**src/rtl/cpu_defs_pkg.sv**
```systemverilog
// Shared CPU definitions: fetch FSM states, bubble encoding and stall-vector bit positions.
package cpu_defs_pkg;

  typedef enum logic [1:0] {
    IDLE     = 2'd0,
    WAIT_MEM = 2'd1,
    HOLD     = 2'd2
  } fetch_state_t;

  localparam logic [31:0] NOP = 32'h0;

  localparam int STALL_W   = 6;
  localparam int STALL_IF  = 0;
  localparam int STALL_ID  = 1;
  localparam int STALL_EX  = 2;
  localparam int STALL_MEM = 3;
  localparam int STALL_WB  = 4;

  function automatic logic [31:0] next_pc(input logic [31:0] pc);
    return pc + 32'd4;
  endfunction

endpackage

```
**src/rtl/if_fetch_if.sv**
```systemverilog
// Instruction-fetch memory bus: one outstanding request, mem_ready is a single-cycle data strobe.
interface if_fetch_if;
  logic        mem_req;
  logic [31:0] mem_addr;
  logic        mem_ready;
  logic [31:0] mem_data;

  modport master (output mem_req, mem_addr, input mem_ready, mem_data);
  modport slave  (input mem_req, mem_addr, output mem_ready, mem_data);
endinterface

```
**src/rtl/if_icache.sv**
```systemverilog
// Direct-mapped instruction cache: combinational lookup, single-cycle fill.
// Valid bits clear on reset; tag/data arrays are not reset.
module if_icache
  import cpu_defs_pkg::*;
#(
  parameter int INDEX_W = 7
) (
  input  logic        clk_in,
  input  logic        rst_in,
  input  logic [31:0] lookup_addr,
  output logic        hit,
  output logic [31:0] hit_data,
  input  logic        fill_en,
  input  logic [31:0] fill_addr,
  input  logic [31:0] fill_data
);
  localparam int LINES = 1 << INDEX_W;
  localparam int TAG_W = 18 - (INDEX_W + 2);

  logic [LINES-1:0] valid;
  logic [TAG_W-1:0] tag_mem  [LINES];
  logic [31:0]      data_mem [LINES];

  logic [INDEX_W-1:0] l_idx, f_idx;
  logic [TAG_W-1:0]   l_tag, f_tag;

  assign l_idx = lookup_addr[INDEX_W+1:2];
  assign l_tag = lookup_addr[17:INDEX_W+2];
  assign f_idx = fill_addr[INDEX_W+1:2];
  assign f_tag = fill_addr[17:INDEX_W+2];

  assign hit      = valid[l_idx] && (tag_mem[l_idx] == l_tag);
  assign hit_data = hit ? data_mem[l_idx] : NOP;

  always_ff @(posedge clk_in) begin
    if (rst_in) begin
      valid <= '0;
    end else if (fill_en) begin
      valid[f_idx] <= 1'b1;
    end
  end

  always_ff @(posedge clk_in) begin
    if (fill_en) begin
      tag_mem[f_idx]  <= f_tag;
      data_mem[f_idx] <= fill_data;
    end
  end

  // Byte-offset and above-tag address bits do not take part in lookup.
  logic unused_bits;
  assign unused_bits = ^{lookup_addr[31:18], lookup_addr[1:0], fill_addr[31:18], fill_addr[1:0]};

endmodule

```
**src/rtl/if_fetch.sv**
```systemverilog
// Instruction fetch stage: one outstanding memory fetch, stall hold buffer, EX redirect with discard.
// Optional direct-mapped icache under IF_FETCH_ICACHE_EN; outputs registered, 0 marks a bubble.
module if_fetch
  import cpu_defs_pkg::*;
#(
  parameter int          ICACHE_INDEX_W = 7,
  parameter logic [31:0] PC_RESET       = 32'h0
) (
  input  logic              clk_in,
  input  logic              rst_in,
  input  logic              rdy_in,
  input  logic [5:0]        stall_in,
  input  logic              branch_or_not,
  input  logic [31:0]       branch_addr,
  if_fetch_if.master        mem,
  output logic              if_stall_req,
  output logic [31:0]       output_pc,
  output logic [31:0]       output_instru
);
  fetch_state_t state;
  logic [31:0]  pc;
  logic [31:0]  req_addr;
  logic [31:0]  hold_instru;
  logic         discard;

  logic         stall_if;
  logic         hit;
  logic [31:0]  hit_data;
  logic         fill_en;
  logic         issue;

  assign stall_if = stall_in[STALL_IF];

  assign issue        = rdy_in && (state == IDLE) && !stall_if && !branch_or_not && !hit;
  assign mem.mem_req  = (state == WAIT_MEM) || issue;
  // A redirect during WAIT_MEM moves pc, so the in-flight address is held separately.
  assign mem.mem_addr = (state == WAIT_MEM) ? req_addr : pc;
  assign if_stall_req = (state == WAIT_MEM);

  assign fill_en = rdy_in && !rst_in && (state == WAIT_MEM) && mem.mem_ready
                   && !branch_or_not && !discard;

`ifdef IF_FETCH_ICACHE_EN
  if_icache #(.INDEX_W(ICACHE_INDEX_W)) u_icache (
    .clk_in      (clk_in),
    .rst_in      (rst_in),
    .lookup_addr (pc),
    .hit         (hit),
    .hit_data    (hit_data),
    .fill_en     (fill_en),
    .fill_addr   (req_addr),
    .fill_data   (mem.mem_data)
  );
`else
  assign hit      = 1'b0;
  assign hit_data = NOP;
  logic unused_cache;
  assign unused_cache = ^{fill_en, ICACHE_INDEX_W};
`endif

  logic unused_stall;
  assign unused_stall = ^stall_in[5:1];

  always_ff @(posedge clk_in) begin
    if (rst_in) begin
      state         <= IDLE;
      pc            <= PC_RESET;
      req_addr      <= PC_RESET;
      hold_instru   <= NOP;
      discard       <= 1'b0;
      output_pc     <= '0;
      output_instru <= NOP;
    end else if (rdy_in) begin
      output_pc     <= '0;
      output_instru <= NOP;
      case (state)
        IDLE: begin
          if (branch_or_not) begin
            pc <= branch_addr;
          end else if (!stall_if) begin
            if (hit) begin
              output_pc     <= pc;
              output_instru <= hit_data;
              pc            <= next_pc(pc);
            end else begin
              req_addr <= pc;
              state    <= WAIT_MEM;
            end
          end
        end
        WAIT_MEM: begin
          if (branch_or_not) begin
            pc <= branch_addr;
            if (mem.mem_ready) begin
              state   <= IDLE;
              discard <= 1'b0;
            end else begin
              discard <= 1'b1;
            end
          end else if (mem.mem_ready) begin
            if (discard) begin
              discard <= 1'b0;
              state   <= IDLE;
            end else if (stall_if) begin
              hold_instru <= mem.mem_data;
              state       <= HOLD;
            end else begin
              output_pc     <= pc;
              output_instru <= mem.mem_data;
              pc            <= next_pc(pc);
              state         <= IDLE;
            end
          end
        end
        HOLD: begin
          if (branch_or_not) begin
            pc    <= branch_addr;
            state <= IDLE;
          end else if (!stall_if) begin
            output_pc     <= pc;
            output_instru <= hold_instru;
            pc            <= next_pc(pc);
            state         <= IDLE;
          end
        end
        default: state <= IDLE;
      endcase
    end
  end

endmodule
```
**src/flat_wrapper.sv**
```systemverilog
// flat-port wrapper written by rule: the top's interface ports become plain ports
module if_fetch_flat import cpu_defs_pkg::*;
#(
  parameter int          ICACHE_INDEX_W = 7,
  parameter logic [31:0] PC_RESET       = 32'h0
)
  (clk_in, rst_in, rdy_in, stall_in, branch_or_not, branch_addr, if_stall_req, output_pc, output_instru, mem_mem_req, mem_mem_addr, mem_mem_ready, mem_mem_data);
  if_fetch_if mem_i ();
  input  logic clk_in;
  input  logic rst_in;
  input  logic rdy_in;
  input  logic [5:0] stall_in;
  input  logic branch_or_not;
  input  logic [31:0] branch_addr;
  output logic if_stall_req;
  output logic [31:0] output_pc;
  output logic [31:0] output_instru;
  output wire logic [$bits(mem_i.mem_req)-1:0] mem_mem_req;
  output wire logic [$bits(mem_i.mem_addr)-1:0] mem_mem_addr;
  input wire logic [$bits(mem_i.mem_ready)-1:0] mem_mem_ready;
  input wire logic [$bits(mem_i.mem_data)-1:0] mem_mem_data;
  assign mem_mem_req = mem_i.mem_req;
  assign mem_mem_addr = mem_i.mem_addr;
  assign mem_i.mem_ready = mem_mem_ready;
  assign mem_i.mem_data = mem_mem_data;
  if_fetch #(.ICACHE_INDEX_W(ICACHE_INDEX_W), .PC_RESET(PC_RESET)) u_core (.clk_in(clk_in), .rst_in(rst_in), .rdy_in(rdy_in), .stall_in(stall_in), .branch_or_not(branch_or_not), .branch_addr(branch_addr), .mem(mem_i), .if_stall_req(if_stall_req), .output_pc(output_pc), .output_instru(output_instru));
endmodule
```
**config.mk**
```make
export PLATFORM = sky130hd
export DESIGN_NAME = if_fetch_flat
export DESIGN_NICKNAME = d
export VERILOG_FILES = /design/src/rtl/cpu_defs_pkg.sv /design/src/rtl/if_fetch_if.sv /design/src/rtl/if_icache.sv /design/src/rtl/if_fetch.sv /design/src/flat_wrapper.sv
export SDC_FILE = /design/constraint.sdc
export NUM_CORES = 1
export LEC_CHECK = 0
export ABC_CLOCK_PERIOD_IN_PS = 2800
export CELL_PAD_IN_SITES_DETAIL_PLACEMENT = 1
export CELL_PAD_IN_SITES_GLOBAL_PLACEMENT = 1
export CORE_MARGIN = 2
export CORE_UTILIZATION = 38
export CTS_BUF_LIST = sky130_fd_sc_hd__clkbuf_8
export DETAILED_ROUTE_END_ITERATION = 16
export PLACE_DENSITY_LB_ADDON = 0.1
export SYNTH_ARGS = -nofsm -noshare
export SYNTH_HDL_FRONTEND = slang
export SYNTH_SLANG_ARGS = --single-unit
```
**constraint.sdc**
```tcl
create_clock -name clk_in -period 2.8 [get_ports clk_in]
set_clock_uncertainty 0.15 [all_clocks]
set_input_delay 0.56 -clock clk_in [delete_from_list [all_inputs] [get_ports clk_in]]
set_output_delay 0.56 -clock clk_in [all_outputs]
set_load 0.01 [all_outputs]
```
==> Word level (Yosys, flattened, before mapping) <==
Cells that the tools add are included.
{ "op_classes": {"addsub": 1, "eq_ne": 9, "mux": 34, "n_bitwise": 3, "reduce_logical": 14} }
{ "ops": {"columns": ["operator", "count"], "rows": [
  ["$mux W32", 18],
  ["$pmux W32 S2", 2],
  ["$pmux W32 S3", 1],
  ["$add A32 B3 Y32 const B", 1],
  ["$mux W2", 9],
  ["$reduce_and A5 Y1", 2],
  ["$ne A2 B2 Y1 const B", 3],
  ["$ne A3 B3 Y1 const B", 2],
  ["$pmux W2 S3", 1],
  ["$reduce_and A6 Y1", 1],
  ["$reduce_and A4 Y1", 1],
  ["$logic_and A1 B1 Y1", 3],
  ["$mux W1", 3],
  ["$ne A3 B2 Y1 const B", 1],
  ["$not A1 Y1", 3],
  ["$reduce_and A3 Y1", 1],
  ["$reduce_bool A3 Y1", 1],
  ["$eq A2 B1 Y1 const B", 1],
  ["$eq A2 B2 Y1 const B", 1],
  ["$logic_not A1 Y1", 2],
  ["$logic_not A2 Y1", 1],
  ["$ne A2 B1 Y1 const B", 1],
  ["$reduce_bool A2 Y1", 1],
  ["$logic_or A1 B1 Y1", 1]
]} }
{ "word_totals": {"ff_bits": 163} }

==> Longest topological paths before layout <==
{ "depth": {"word_depth": 6, "depth_mapped": 10, "mapped_depth_nobuf": 7} }

==> Least setup slack after synthesis <==
OpenSTA, ideal clock, no wires.
{ "synth_path": {"path_kind": "reg-to-output", "from": "reg u_core.state[1]", "to": "out mem_mem_addr[10]", "t_arrival_ns": 1.771, "required_time_ns": 2.090, "setup_slack_ns": 0.319, "stages_incl_launch_ff": 6, "cell_sequence": "dfxtp_1 inv_1 ha_1 buf_1 clkbuf_1 mux2_2"} }
{ "synth_via": {"elab_chain_cells": 2} }
{ "synth_lines": {"columns": ["element", "line", "text"], "rows": [
  ["start: declaration", "if_fetch.sv:20", "fetch_state_t state;"],
  ["start signal: assignment", "if_fetch.sv:66", "state <= IDLE;"],
  ["start signal: assignment", "if_fetch.sv:87", "state <= WAIT_MEM;"],
  ["start signal: assignment", "if_fetch.sv:95", "state <= IDLE;"],
  ["$eq A2 B1 Y1", null, null],
  ["named net if_stall_req", "flat_wrapper.sv:15", "output logic if_stall_req;"],
  ["$mux W32", "if_fetch.sv:37", "assign mem.mem_addr = (state == WAIT_MEM) ? req_addr : pc;"],
  ["end: declaration", "flat_wrapper.sv:19", "output wire logic [$bits(mem_i.mem_addr)-1:0] mem_mem_addr;"]
]} }
The timed path passes the listed nets, and every way through them passes these cells.

==> Final worst setup path <==
{ "layout_path": {"from": "reg u_core.state[1]", "to": "out mem_mem_req"} }
{ "layout_via": {"elab_chain_cells": 5} }
{ "layout_lines": {"columns": ["element", "line", "text"], "rows": [
  ["$logic_not A2 Y1", "if_fetch.sv:34", "assign issue = rdy_in && (state == IDLE) && !stall_if && !branch_or_not && !hit;"],
  ["$logic_and A1 B1 Y1 (3 in series)", "if_fetch.sv:34", null],
  ["$logic_or A1 B1 Y1 (*)", "if_fetch.sv:35", "assign mem.mem_req = (state == WAIT_MEM) || issue;"],
  ["end: declaration", "flat_wrapper.sv:18", "output wire logic [$bits(mem_i.mem_req)-1:0] mem_mem_req;"]
]} }
Every way passes the cells marked *; elsewhere a longest branch is shown, timed or not.

==> flow_summary.ini <==
[status]
outcome = completed

[detailed_routing]
viasPerCell = 5.421
drtIter0Drc = 424
drt-total-wl_um = 24510
first_pass_iters = 5
ant_nets = 0
drt_drc_violations_left = 0
wl_per_cell_um = 18.00
routed-via-count = 7383

[cts]
clock_path_buffers = 2
tritoncts.num_buffers = 17
clk_pin_slew_ns = 0.10
clk-insertion-delay-late_ns = 0.47
h-tree-depth = 4
post_cts.repair.setup_buffers = 0
tritoncts = yes
root_buffer = clkbuf_8
tritoncts_num_sinks = 163

[floorplan]
initial_core_util_pct = 38.36
top_level_ports = 173
die_height_um = 143.7
fp.dieArea_um2 = 20650
die_width_um = 143.7
core_area_um2 = 19330
placement_rows = 51

[pwr]
power.density_nw_per_um2 = 497.5
power.leakage_uw = 0.003585
power.ir.vdd_worst_v = 0.0003055

[synthesis]
synth_edf_count = 0
synth.distinct_cells = 57
syn-instance-count = 937
postSynth.asyncResetShare_pct = 0
synth.yosys.warnings = 0
synthesis.area_per_instance_um2 = 7.914
syn_nets = 1018
synth_seq_area_share_pct = 44.00
synth.ff_latch_count = 163
synthesis.area_um2 = 7416
yosys_most_used_dff = dfxtp_1

[worst_setup_path]
arrival_ns = 2.03
timing.critical_path.from_type = flop
rr_worst_depth = 8
cell_family_with_most_cp_delay = buffers and inverters
highest_delay_cell_along_the_critical_path = clkdlybuf4s50_1
critical_path_buf_inv_count = 3
critPathCaptureType = output pin
worstSetupPathType = flop to output pin
critical_path_depth = 5
largest_incremental_delay_on_the_critical_path_ns = 0.53
crit_path_cell_trace = inv_2, ha_4, bufbuf_16, nand2b_1, clkdlybuf4s50_1
critical_path_fanout_max = 12
worstPathRequired_ns = 2.09

[place]
place_ws_ns = 0.04827
dp.final_hpwl_um = 16580
gp_congestion = 0.7935
dpl_cell_area_um2 = 9602
port_buffers = 167

[grt]
grt_pass1_vias = 7343
busiest_layer = met2
grtUsageMet2_pct = 38.62
grt_start_max_net_pins = 56
groute.usage.overall_pct = 23.98
grt_remaining_overflow = 0
first_pass_grt_wire_length_um = 38850
grtUsageMet3_pct = 4.432
grt_antenna_before_repair = 0
gr-usage-met1_pct = 33.67

[sta]
timing_hold_violations_final = 0
max_freq_ghz = 0.3650
setup_repair_after_global_routing_missed_its_margin = true
tightestPinTransition_ns = 0.5885
drv_slew = 0
fin_crit_sh_pct = 97.85
post-route-worst-setup-slack_ns = 0.06031
fin_crit_ns = 2.740
timing.max_slew.rel_slack_pct = 60.44
setup_viol_count_final = 0

[cells_and_area]
synthToLayoutAreaGrowth_pct = 35.33
num_antenna_cells = 0
final_layout_size_suffix_gt1_share_pct = 12.67
n_fill_cell = 2324
post-route-cell-area_um2 = 10040
finish.utilization_pct = 51.91
final_nets = 1165

[hold_path]
hold-path-cell-count = 2
worstHoldPathType = flop to flop

[flow_run]
maxCapViolCount = 0
==> flip-flops by register name, summed over array words and instances, names as in the netlist <==
signal	flops
u_core.req_addr	32
u_core.hold_instru	32
u_core.discard	1
u_core.pc	32
u_core.output_instru	32
u_core.output_pc	32
u_core.state	2
==> power breakdown <==
group	switching (µW)	total, µW	internal [µW]
registers	60.8	2430	2370
logic	367	698	331
clock network	998	1870	871
==> cells in the final DEF, fill, tap and decap left out, types with 17 or more instances in the layout <==
| master | netlist | layout |
|---|---|---|
| a21oi_1 | 118 | 118 |
| o21ai_0 | 18 | 18 |
| clkdlybuf4s50_1 | 0 | 135 |
| clkbuf_8 | 0 | 19 |
| buf_4 | 0 | 42 |
| mux2_2 | 31 | 31 |
| dfxtp_1 | 163 | 161 |
| nand2_1 | 167 | 167 |
| a22oi_1 | 67 | 67 |
| nor2_1 | 131 | 130 |
| nand3_1 | 17 | 17 |
| dlygate4sd2_1 | 0 | 30 |
==> cell families after synthesis <==
family / share of synthesized area (%)
AOI/OAI and AO/OA: 21.41
buffers and inverters: 5.213
adders and majority gates: 1.012
muxes: 5.247
DFF: 44.00
and+or+nand+nor: 23.11
==> area by class of cell <==
class | count | area [µm²] | area share, %
Sequential cell | 163 | 3266 | 32.54
Multi-Input combinational cell | 678 | 3824 | 38.10
Inverter | 5 | 18.77 | 0.1870
Clock inverter | 13 | 160.2 | 1.596
Tap cell | 265 | 331.6 | 3.304
Clock buffer | 19 | 261.5 | 2.606
Timing Repair Buffer | 219 | 2175 | 21.67
==> through the flow <==
stage	cells	TNS, ns	total power, µW	hold slack, ns
3_3_place_gp	1329	0	3176	0.2887
3_5_place_dp	1329	0	3185	0.2972
2_1_floorplan	937	0	2805	0.2829
5_1_grt	1362	-0.02526	5198	0.3224
6_report	1362	0	4993	0.3073
4_1_cts	1362	0	5031	0.3097
==> routing by layer <==
| metal | wire length, µm | vias up |
|---|---|---|
| met5 | 0 | - |
| met4 | 191 | 0 |
| met3 | 1061 | 18 |
| met2 | 11540 | 163 |
| met1 | 11720 | 3632 |
| li1 | - | 3570 |
==> tightest hold or removal path, cell delays in order (launching register included) <==
cell and delay [ns]:
dfxtp_1 0.32, nand2_1 0.05, a21oi_1 0.05
==> worst paths after layout <==
path | slack [ns] | endpoint | start
worst max-delay path | 0.06 | mem_mem_req | u_core.state[1]
worst min-delay path | 0.31 | u_core.req_addr[11] | u_core.req_addr[11]
worst max register to register | 0.33 | u_core.pc[29] | u_core.state[1]
worst min register to register | 0.31 | u_core.req_addr[11] | u_core.req_addr[11]
==> timing repair <==
item | CTS | global route
gates cloned | 1 | 0
hold buffers | 0 | 0
endpoints found under the setup margin | 33 | 3
gates resized for setup | 35 | 1
==> Yosys cell counts (5+ instances only) <==
master	instances	area share (%)
nand2_1	167	8.5
dfxtp_1	163	44
nor2_1	131	6.6
a21oi_1	118	8.0
clkbuf_1	68	3.4
a22oi_1	67	6.8
mux2_2	31	4.7
buf_2	20	1.3
o21ai_0	18	1.2
nand3_1	17	1.1
and3_1	12	1.0
nor3_1	9	0.61
a31oi_1	8	0.67
nand4_1	7	0.59
ha_1	6	1.0
nand2b_1	6	0.51
nand3b_1	6	0.61
a311oi_1	5	0.59
and4_1	5	0.59
o31ai_1	5	0.51
No activity file was read; power rests on OpenSTA's default activity.
